[src/rtl/perf_monitor_unit.sv]
// ============================================================================
// perf_monitor_unit : cycle/retire counters with serial fixed-point IPC divide
// Rev 1.0 - initial release
// ============================================================================
`default_nettype none

module perf_monitor_unit #(
   parameter int CNT_W  = 32,
   parameter int FRAC_W = 8
) (
   input  logic        clk_i,
   input  logic        rst_i,
   input  logic [31:0] pc_i,
   input  logic        start_i,
   input  logic        stop_i,
   input  logic        clr_i,
   input  logic        rd_en_i,
   input  logic [1:0]  rd_addr_i,
   output logic [31:0] rd_data_o,
   output logic        rd_valid_o,
   output logic        running_o,
   output logic        done_o,
   output logic        overflow_o
);

   localparam int DIV_W  = CNT_W + FRAC_W;
   localparam int STEP_W = $clog2(DIV_W + 1);

   typedef enum logic [1:0] {
      S_IDLE = 2'd0,
      S_RUN  = 2'd1,
      S_DIV  = 2'd2,
      S_DONE = 2'd3
   } state_t;

   state_t              state;
   logic [CNT_W-1:0]    cycle_cnt;
   logic [CNT_W-1:0]    instr_cnt;
   logic [15:0]         ipc_q;
   logic [31:0]         prev_pc_q;
   logic                overflow;
   logic                done_flag;
   logic                done_q;
   logic [DIV_W-1:0]    div_dvd;
   logic [DIV_W-1:0]    div_quo;
   logic [CNT_W-1:0]    div_rem;
   logic [CNT_W-1:0]    div_dsr;
   logic [STEP_W-1:0]   div_step;
   logic [31:0]         rd_data_q;
   logic                rd_valid_q;

   logic                retire;
   logic                cyc_max;
   logic                ins_max;
   logic [CNT_W-1:0]    cyc_nxt;
   logic [CNT_W-1:0]    ins_nxt;
   logic [CNT_W:0]      rem_shift;
   logic                rem_ge;
   logic [CNT_W-1:0]    rem_sub;
   logic [DIV_W-1:0]    quo_next;
   logic [15:0]         ipc_sat;
   logic                div_last;
   logic [31:0]         rd_mux;

   assign retire   = (pc_i != prev_pc_q) && (pc_i != '0);
   assign cyc_max  = &cycle_cnt;
   assign ins_max  = &instr_cnt;
   assign cyc_nxt  = cyc_max ? cycle_cnt : cycle_cnt + 1'b1;
   assign ins_nxt  = (retire && !ins_max) ? instr_cnt + 1'b1 : instr_cnt;

   // Remainder stays below the divisor, so the subtraction fits in CNT_W bits.
   assign rem_shift = {div_rem, div_dvd[DIV_W-1]};
   assign rem_ge    = rem_shift >= {1'b0, div_dsr};
   assign rem_sub   = rem_shift[CNT_W-1:0] - div_dsr;
   assign quo_next  = {div_quo[DIV_W-2:0], rem_ge};
   assign div_last  = (div_step == STEP_W'(DIV_W - 1));

   generate
      if (DIV_W > 16) begin : g_ipc_clip
         assign ipc_sat = (|quo_next[DIV_W-1:16]) ? 16'hFFFF : quo_next[15:0];
      end else begin : g_ipc_ext
         assign ipc_sat = 16'(quo_next);
      end
   endgenerate

   always_ff @(posedge clk_i) begin
      prev_pc_q <= pc_i;
      done_q    <= 1'b0;
      if (rst_i || clr_i) begin
         state     <= S_IDLE;
         cycle_cnt <= '0;
         instr_cnt <= '0;
         ipc_q     <= '0;
         overflow  <= 1'b0;
         done_flag <= 1'b0;
         div_dvd   <= '0;
         div_quo   <= '0;
         div_rem   <= '0;
         div_dsr   <= '0;
         div_step  <= '0;
         if (rst_i) begin
            prev_pc_q <= '0;
         end
      end else begin
         case (state)
            S_IDLE, S_DONE: begin
               if (start_i) begin
                  state     <= S_RUN;
                  cycle_cnt <= '0;
                  instr_cnt <= '0;
                  ipc_q     <= '0;
                  overflow  <= 1'b0;
                  done_flag <= 1'b0;
               end
            end
            S_RUN: begin
               cycle_cnt <= cyc_nxt;
               instr_cnt <= ins_nxt;
               if (cyc_max || (retire && ins_max)) begin
                  overflow <= 1'b1;
               end
               // The stop cycle is counted, so the divider loads the updated values.
               if (stop_i) begin
                  state    <= S_DIV;
                  div_dvd  <= {ins_nxt, {FRAC_W{1'b0}}};
                  div_dsr  <= cyc_nxt;
                  div_rem  <= '0;
                  div_quo  <= '0;
                  div_step <= '0;
               end
            end
            S_DIV: begin
               div_dvd  <= div_dvd << 1;
               div_rem  <= rem_ge ? rem_sub : rem_shift[CNT_W-1:0];
               div_quo  <= quo_next;
               div_step <= div_step + 1'b1;
               if (div_last) begin
                  state     <= S_DONE;
                  ipc_q     <= ipc_sat;
                  done_q    <= 1'b1;
                  done_flag <= 1'b1;
               end
            end
            default: state <= S_IDLE;
         endcase
      end
   end

   always_comb begin
      rd_mux = '0;
      case (rd_addr_i)
         2'd0:    rd_mux = 32'(cycle_cnt);
         2'd1:    rd_mux = 32'(instr_cnt);
         2'd2:    rd_mux = {16'b0, ipc_q};
         default: rd_mux = {27'b0, (state == S_DIV), done_flag, overflow,
                            (state == S_DONE), (state == S_RUN)};
      endcase
   end

   always_ff @(posedge clk_i) begin
      if (rst_i) begin
         rd_valid_q <= 1'b0;
         rd_data_q  <= '0;
      end else begin
         rd_valid_q <= rd_en_i;
         rd_data_q  <= rd_en_i ? rd_mux : '0;
      end
   end

   assign rd_data_o  = rd_data_q;
   assign rd_valid_o = rd_valid_q;
   assign running_o  = (state == S_RUN);
   assign done_o     = done_q;
   assign overflow_o = overflow;

endmodule

`default_nettype wire

[config.mk]
export PLATFORM = sky130hd
export DESIGN_NAME = perf_monitor_unit
export DESIGN_NICKNAME = d
export VERILOG_FILES = /design/src/rtl/perf_monitor_unit.sv
export SDC_FILE = /design/constraint.sdc
export NUM_CORES = 1
export LEC_CHECK = 0
export CAP_MARGIN = 40
export CORE_MARGIN = 2
export CORE_UTILIZATION = 50
export DETAILED_ROUTE_END_ITERATION = 10
export HOLD_SLACK_MARGIN = 0.12
export PLACE_DENSITY = 0.74
export SYNTH_ARGS = -nofsm -noshare
export SYNTH_HDL_FRONTEND = slang
export SYNTH_SLANG_ARGS = --single-unit
[constraint.sdc]
create_clock -name clk_i -period 8.6 [get_ports clk_i]
set_input_delay 0.86 -clock clk_i [delete_from_list [all_inputs] [get_ports clk_i]]
set_output_delay 0.86 -clock clk_i [all_outputs]
set_load 0.01 [all_outputs]
==> flow_summary.toml, run 1 <==
[sta]
setup_tns_ns = 0
fin_ws_ns = 5.275
grt_setup_unrepaired = "false"
fin_skew_ns = 0.03175
min_period_ns = 3.325
slew_headroom = 0.4089
worst_pin_slew_ns = 0.8845
fin_crit_sh = 0.3866
hold_viol = 0
setup_viol = 0
whs_ns = 0.4576
drv_slew = 0
fmax_mhz = 300.8

[worst_setup_path]
worstPathRequired_ns = 9.05
crit_slowest_cell = "a211o_2"
critPathCaptureType = "flip-flop"
cp_max_fo = 35
timing.critical_path.depth = 12
path_delay_family = "compound AO/OA/AOI/OAI gates"
startpoint_type = "flip-flop"
cpPeakStageDelay_ns = 0.47
crit_start = "div_dsr[1]"
critPathArrivalTime_ns = 3.78
r2r_start = "div_dsr[1]"
worst_r2r_path_depth = 12
critPathKind = "flip-flop to flip-flop"
cp.buffers_inverters = 2
crit_chain = "inv_1 > ha_1 > nor2b_1 > o211ai_1 > a211oi_1 > nor4_4 > a31oi_1 > a211o_1 > a211o_2 > buf_12 > mux2i_1 > a22o_1"

[floorplanning]
die-area_um2 = 30310
core_area_um2 = 28630
io_pins = 76
start_util = 0.5055
fp.dieW_um = 174.1
core.rowCount = 62
die_y_um = 174.1

[cts]
cts-hold-fix-buffers = 0
cts_buffers = 31
cts_max_path_buffers = 3
clkSinkCount = 291
clock-root-buffer = "clkbuf_16"
clkTransAtPathRegs_ns = 0.06
tritoncts = "done"
cts_setup_buffers = 0
cts_htree_levels = 1
post_cts_resized = 0
clock_latency_ns = 0.58

[logic_synthesis]
syn-cell-area_um2 = 14470
synth_xor_area_frac = 0.07567
synth.area.mux_share = 0.04038
synth_compound_area_frac = 0.1957
ys_top_cells_by_count = "dfxtp_1 (291), nor2_1 (179), nand2_1 (175)"
yosysUniqueCellTypes = 65
synth_top_area_cell = "dfxtp_1"
postSynthNetCount = 1827
synth_cells = 1747
synth.ff_latch_count = 291
ys_seq_area_frac = 0.4026
yosys_warnings = 0
synth.most_common_cell = "dfxtp_1"
avgSynthCellArea_um2 = 8.282
synth_area_leaders = "dfxtp_1 (40%), o21ai_0 (4.8%), xor2_1 (4.7%)"
synth_top_family_by_area = "simple AND/OR/NAND/NOR gates"
synth_top_area_frac = 0.4026
async_flop_share = 0
synth-simple-area-share = 0.2051
synth_flop_cell = "dfxtp_1"
synthAdderAreaFrac = 0.03511
synth_edf_count = 0

[layout]
fin_nets = 1840
area_growth_pct = 14.04
antenna_cells = 0
n_fill_cell = 2516
layout.cells.non_filler = 2166
drive_gt1_frac = 0.05443

[pwr]
power_density_nw_per_um2 = 195.3
p_total_mw = 3.222
peakVddDrop_v = 0.0001882
leakage_nw = 6.185

[global_routing]
antenna_found_initial = 0
grt_pass1_vias = 11720
grt_use_total = 0.2296
gr-total-overflow = 0
grt_max_degree = 71
grt_first_pass_wirelength_um = 58330

[detailed_routing]
wl_per_cell_um = 16.43
drt-total-wl_um = 35590
vias = 12430
avgViaCountPerCell = 5.737
drc = 0
drtPass1Iterations = 7
antenna_left = 0
drtIter0Drc = 1019

[placement]
place_inst = 2111
routabilityCongestion = 0.8809
place_ws_ns = 4.753
io_buffer_count = 75
hpwl_um = 24710

[flow_run]
cap_violations = 0

[status]
status = "completed"

[min_path]
hold_path_depth = 2
hp-start = "ipc_q[12]"
hp-class = "flip-flop to flip-flop"
-- per-layer routing --
metal,vias to the layer above,track usage,part of all wire
met5,-,0,0
met4,0,0.07458,0.028
met3,60,0.03237,0.052
met2,308,0.3875,0.47
met1,5846,0.3034,0.45
li1,6212,-,-
-- metrics by stage --
step,cell area (um^2),util
floorplan,14470,-
global placement,15330,0.5356
detailed placement,15460,0.5400
CTS,16500,0.5764
global route,16500,0.5764
finish,16500,0.5764
-- sequential cells by signal, indices dropped and copies added (netlist names) --
signal,flops
div_step,6
prev_pc_q,32
ipc_q,16
rd_data_o,32
overflow_o,1
cycle_cnt,32
done_flag,1
div_quo,39
rd_valid_o,1
done_o,1
div_dsr,32
state,2
div_rem,32
instr_cnt,32
div_dvd,32
-- placed cells by master (no fill, tap or decap), types with 19 or more instances in the layout --
master           synthesis  routed
nand2_1                175     175
a21oi_1                121     120
clkdlybuf4s50_1          0      74
nor2b_1                 47      47
clkbuf_16                0      31
dfxtp_1                291     291
a22oi_1                 43      43
ha_1                    39      39
and3_1                  46      46
xnor2_1                 47      47
xor2_1                  78      78
nor4_1                  30      30
inv_1                   48      48
nand3_1                 31      31
a21o_1                  27      27
nand4_1                 25      25
o22ai_1                 26      26
o21ai_0                138     137
o31ai_1                 19      19
nor2_1                 179     178
a211oi_1                36      36
mux2i_1                 46      46
-- logic make-up after synthesis --
logic type | after synthesis
DFF | 291
xor gates and xnor gates | 125
and+or+nand+nor | 608
buffers and inverters | 163
muxes | 52
AOI/OAI and AO/OA | 468
adders and majority gates | 40
-- worst paths after layout --
kind | endpoint | slack [ns]
worst min register to register | ipc_q[12] | 0.46
worst min-delay path | ipc_q[12] | 0.46
worst max-delay path | div_rem[18] | 5.28
worst max register to register | div_rem[18] | 5.28
-- cell type report --
cell class	count	area (um^2)	area share
multi-input combinational	1293	8005	0.4852
sequential	291	5826	0.3531
timing repair buffer	94	960.9	0.05824
clock buffer	44	914.6	0.05543
tap	384	480.5	0.02912
inverter	49	183.9	0.01115
clock inverter	11	128.9	0.007811
-- worst min-delay path, cell delays in order (launching register included) --
cell and delay (ns):
dfxtp_1 0.31, nand2_1 0.05, a21oi_1 0.05
-- report_power, final --
group | total, mW | switching, mW | leakage (nW) | internal (mW)
Sequential | 1.37 | 0.00979 | 2.35 | 1.36
Combinational | 0.499 | 0.295 | 3.32 | 0.204
Clock | 1.35 | 0.551 | 0.513 | 0.798
Total | 3.22 | 0.855 | 6.19 | 2.37
No activity file was read; power rests on OpenSTA's default activity.
==> run 2, diff against run 1 <==
==> constraint.sdc (replaced) <==
create_clock -name clk_i -period 3.3 [get_ports clk_i]
set_input_delay 0.33 -clock clk_i [delete_from_list [all_inputs] [get_ports clk_i]]
set_output_delay 0.33 -clock clk_i [all_outputs]
set_load 0.01 [all_outputs]
==> flow_summary.toml, run 2 (synthesis results as in run 1) <==
[cts]
cts_buffers = 34
clkTransAtPathRegs_ns = 0.06
cts_htree_levels = 2
clock_latency_ns = 0.52
cts-hold-fix-buffers = 0
cts_max_path_buffers = 3
clkSinkCount = 291
clock-root-buffer = "clkbuf_16"
tritoncts = "done"

[sta]
fin_skew_ns = 0.01257
fin_crit_sh = 0.9466
whs_ns = 0.4405
min_period_ns = 3.124
worst_pin_slew_ns = 0.7403
grt_setup_unrepaired = "true"
setup_viol = 0
drv_slew = 0
setup_tns_ns = 0
slew_headroom = 0.5065
fin_ws_ns = 0.1762
hold_viol = 0
fmax_mhz = 320.1

[placement]
io_buffer_count = 75
place_ws_ns = 0.1796
hpwl_um = 25140
place_inst = 2138
routabilityCongestion = 0.9115
placed_area_um2 = 15640

[min_path]
hp-class = "input port to flip-flop"

[pwr]
p_total_mw = 8.860
peakVddDrop_v = 0.0004413
leakage_nw = 6.396
power_density_nw_per_um2 = 526.0

[layout]
final_util = 0.5885
antenna_cells = 0
top_register = "div_quo"
final_cell_mix = "dfxtp_1 (291), nor2_1 (178), nand2_1 (175)"
seqCellArea_um2 = 5826
largest_reg_flops = 39
fin_area_um2 = 16840
final_common_cell = "dfxtp_1"
area_growth_pct = 16.42
n_fill_cell = 2518
multiInputGateArea_um2 = 8016
layout.cells.non_filler = 2199
fin_nets = 1870
drive_gt1_frac = 0.07383

[floorplanning]
core_area_um2 = 28630
io_pins = 76
die-area_um2 = 30310
core.rowCount = 62
start_util = 0.5055
die_y_um = 174.1
fp.dieW_um = 174.1

[global_routing]
antenna_found_initial = 0
grt_pass1_vias = 11710
gr-total-overflow = 0
grt_max_degree = 71
grt_use_total = 0.2335
grt_first_pass_wirelength_um = 58580

[detailed_routing]
wl_per_cell_um = 16.39
drtIter0Drc = 1217
drt-total-wl_um = 36030
antenna_left = 0
drc = 0
vias = 12590
avgViaCountPerCell = 5.725
drtPass1Iterations = 5

[worst_setup_path]
cpPeakStageDelay_ns = 0.40
critPathCaptureType = "flip-flop"
crit_slowest_cell = "a211o_2"
critPathKind = "flip-flop to flip-flop"
startpoint_type = "flip-flop"
worstPathRequired_ns = 3.68
critPathArrivalTime_ns = 3.50
crit_chain = "inv_1 > ha_1 > a21o_1 > a21o_1 > a21oi_1 > nor2b_1 > a31oi_2 > a211o_1 > a211o_2 > buf_12 > o21ai_0 > a21oi_1"
cp_max_fo = 31

[status]
status = "completed"

[flow_run]
cap_violations = 0
-- run 2: where the power goes --
part | leakage, nW | switching, mW | total, mW | internal (mW)
registers | 2.35 | 0.0263 | 3.58 | 3.56
clock network | 0.590 | 1.52 | 3.94 | 2.41
logic | 3.45 | 0.781 | 1.34 | 0.561
total | 6.40 | 2.33 | 8.86 | 6.53
-- run 2: worst paths after layout --
path	depth (start not counted)	to	from	slack [ns]
hold / removal	2	prev_pc_q[18]	pc_i[18]	0.44
setup / recovery	12	ipc_q[0]	div_dsr[14]	0.18
setup reg to reg	12	ipc_q[0]	div_dsr[14]	0.18
hold reg to reg	2	ipc_q[0]	ipc_q[0]	0.45
-- run 2: cell type report --
class | count | share of cell area
Inverter | 49 | 0.01092
Timing Repair Buffer | 121 | 0.06789
Tap cell | 384 | 0.02852
Multi-Input combinational cell | 1293 | 0.4759
Clock inverter | 17 | 0.01344
Sequential cell | 291 | 0.3458
Clock buffer | 44 | 0.05749
-- run 2: per-layer routing --
metal,track usage,share of wire,vias up
li1,-,-,6268
met1,0.3151,0.45,5882
met2,0.3785,0.46,354
met3,0.03368,0.057,86
met4,0.09069,0.029,0
met5,0,0,-
-- run 2: what timing repair did --
| item | in CTS | in global routing |
|---|---|---|
| buffers inserted | 0 | 0 |
| resized for setup | 0 | 2 |
| setup endpoints to repair | 0 | 6 |
-- run 2: worst max-delay path, delay by kind of cell (launching register included) --
family / cells / cell delay [ns]
fa+ha+maj: 1 / 0.37
compound gates: 8 / 1.77
simple gates: 1 / 0.21
flops: 1 / 0.34
buf+inv: 2 / 0.26
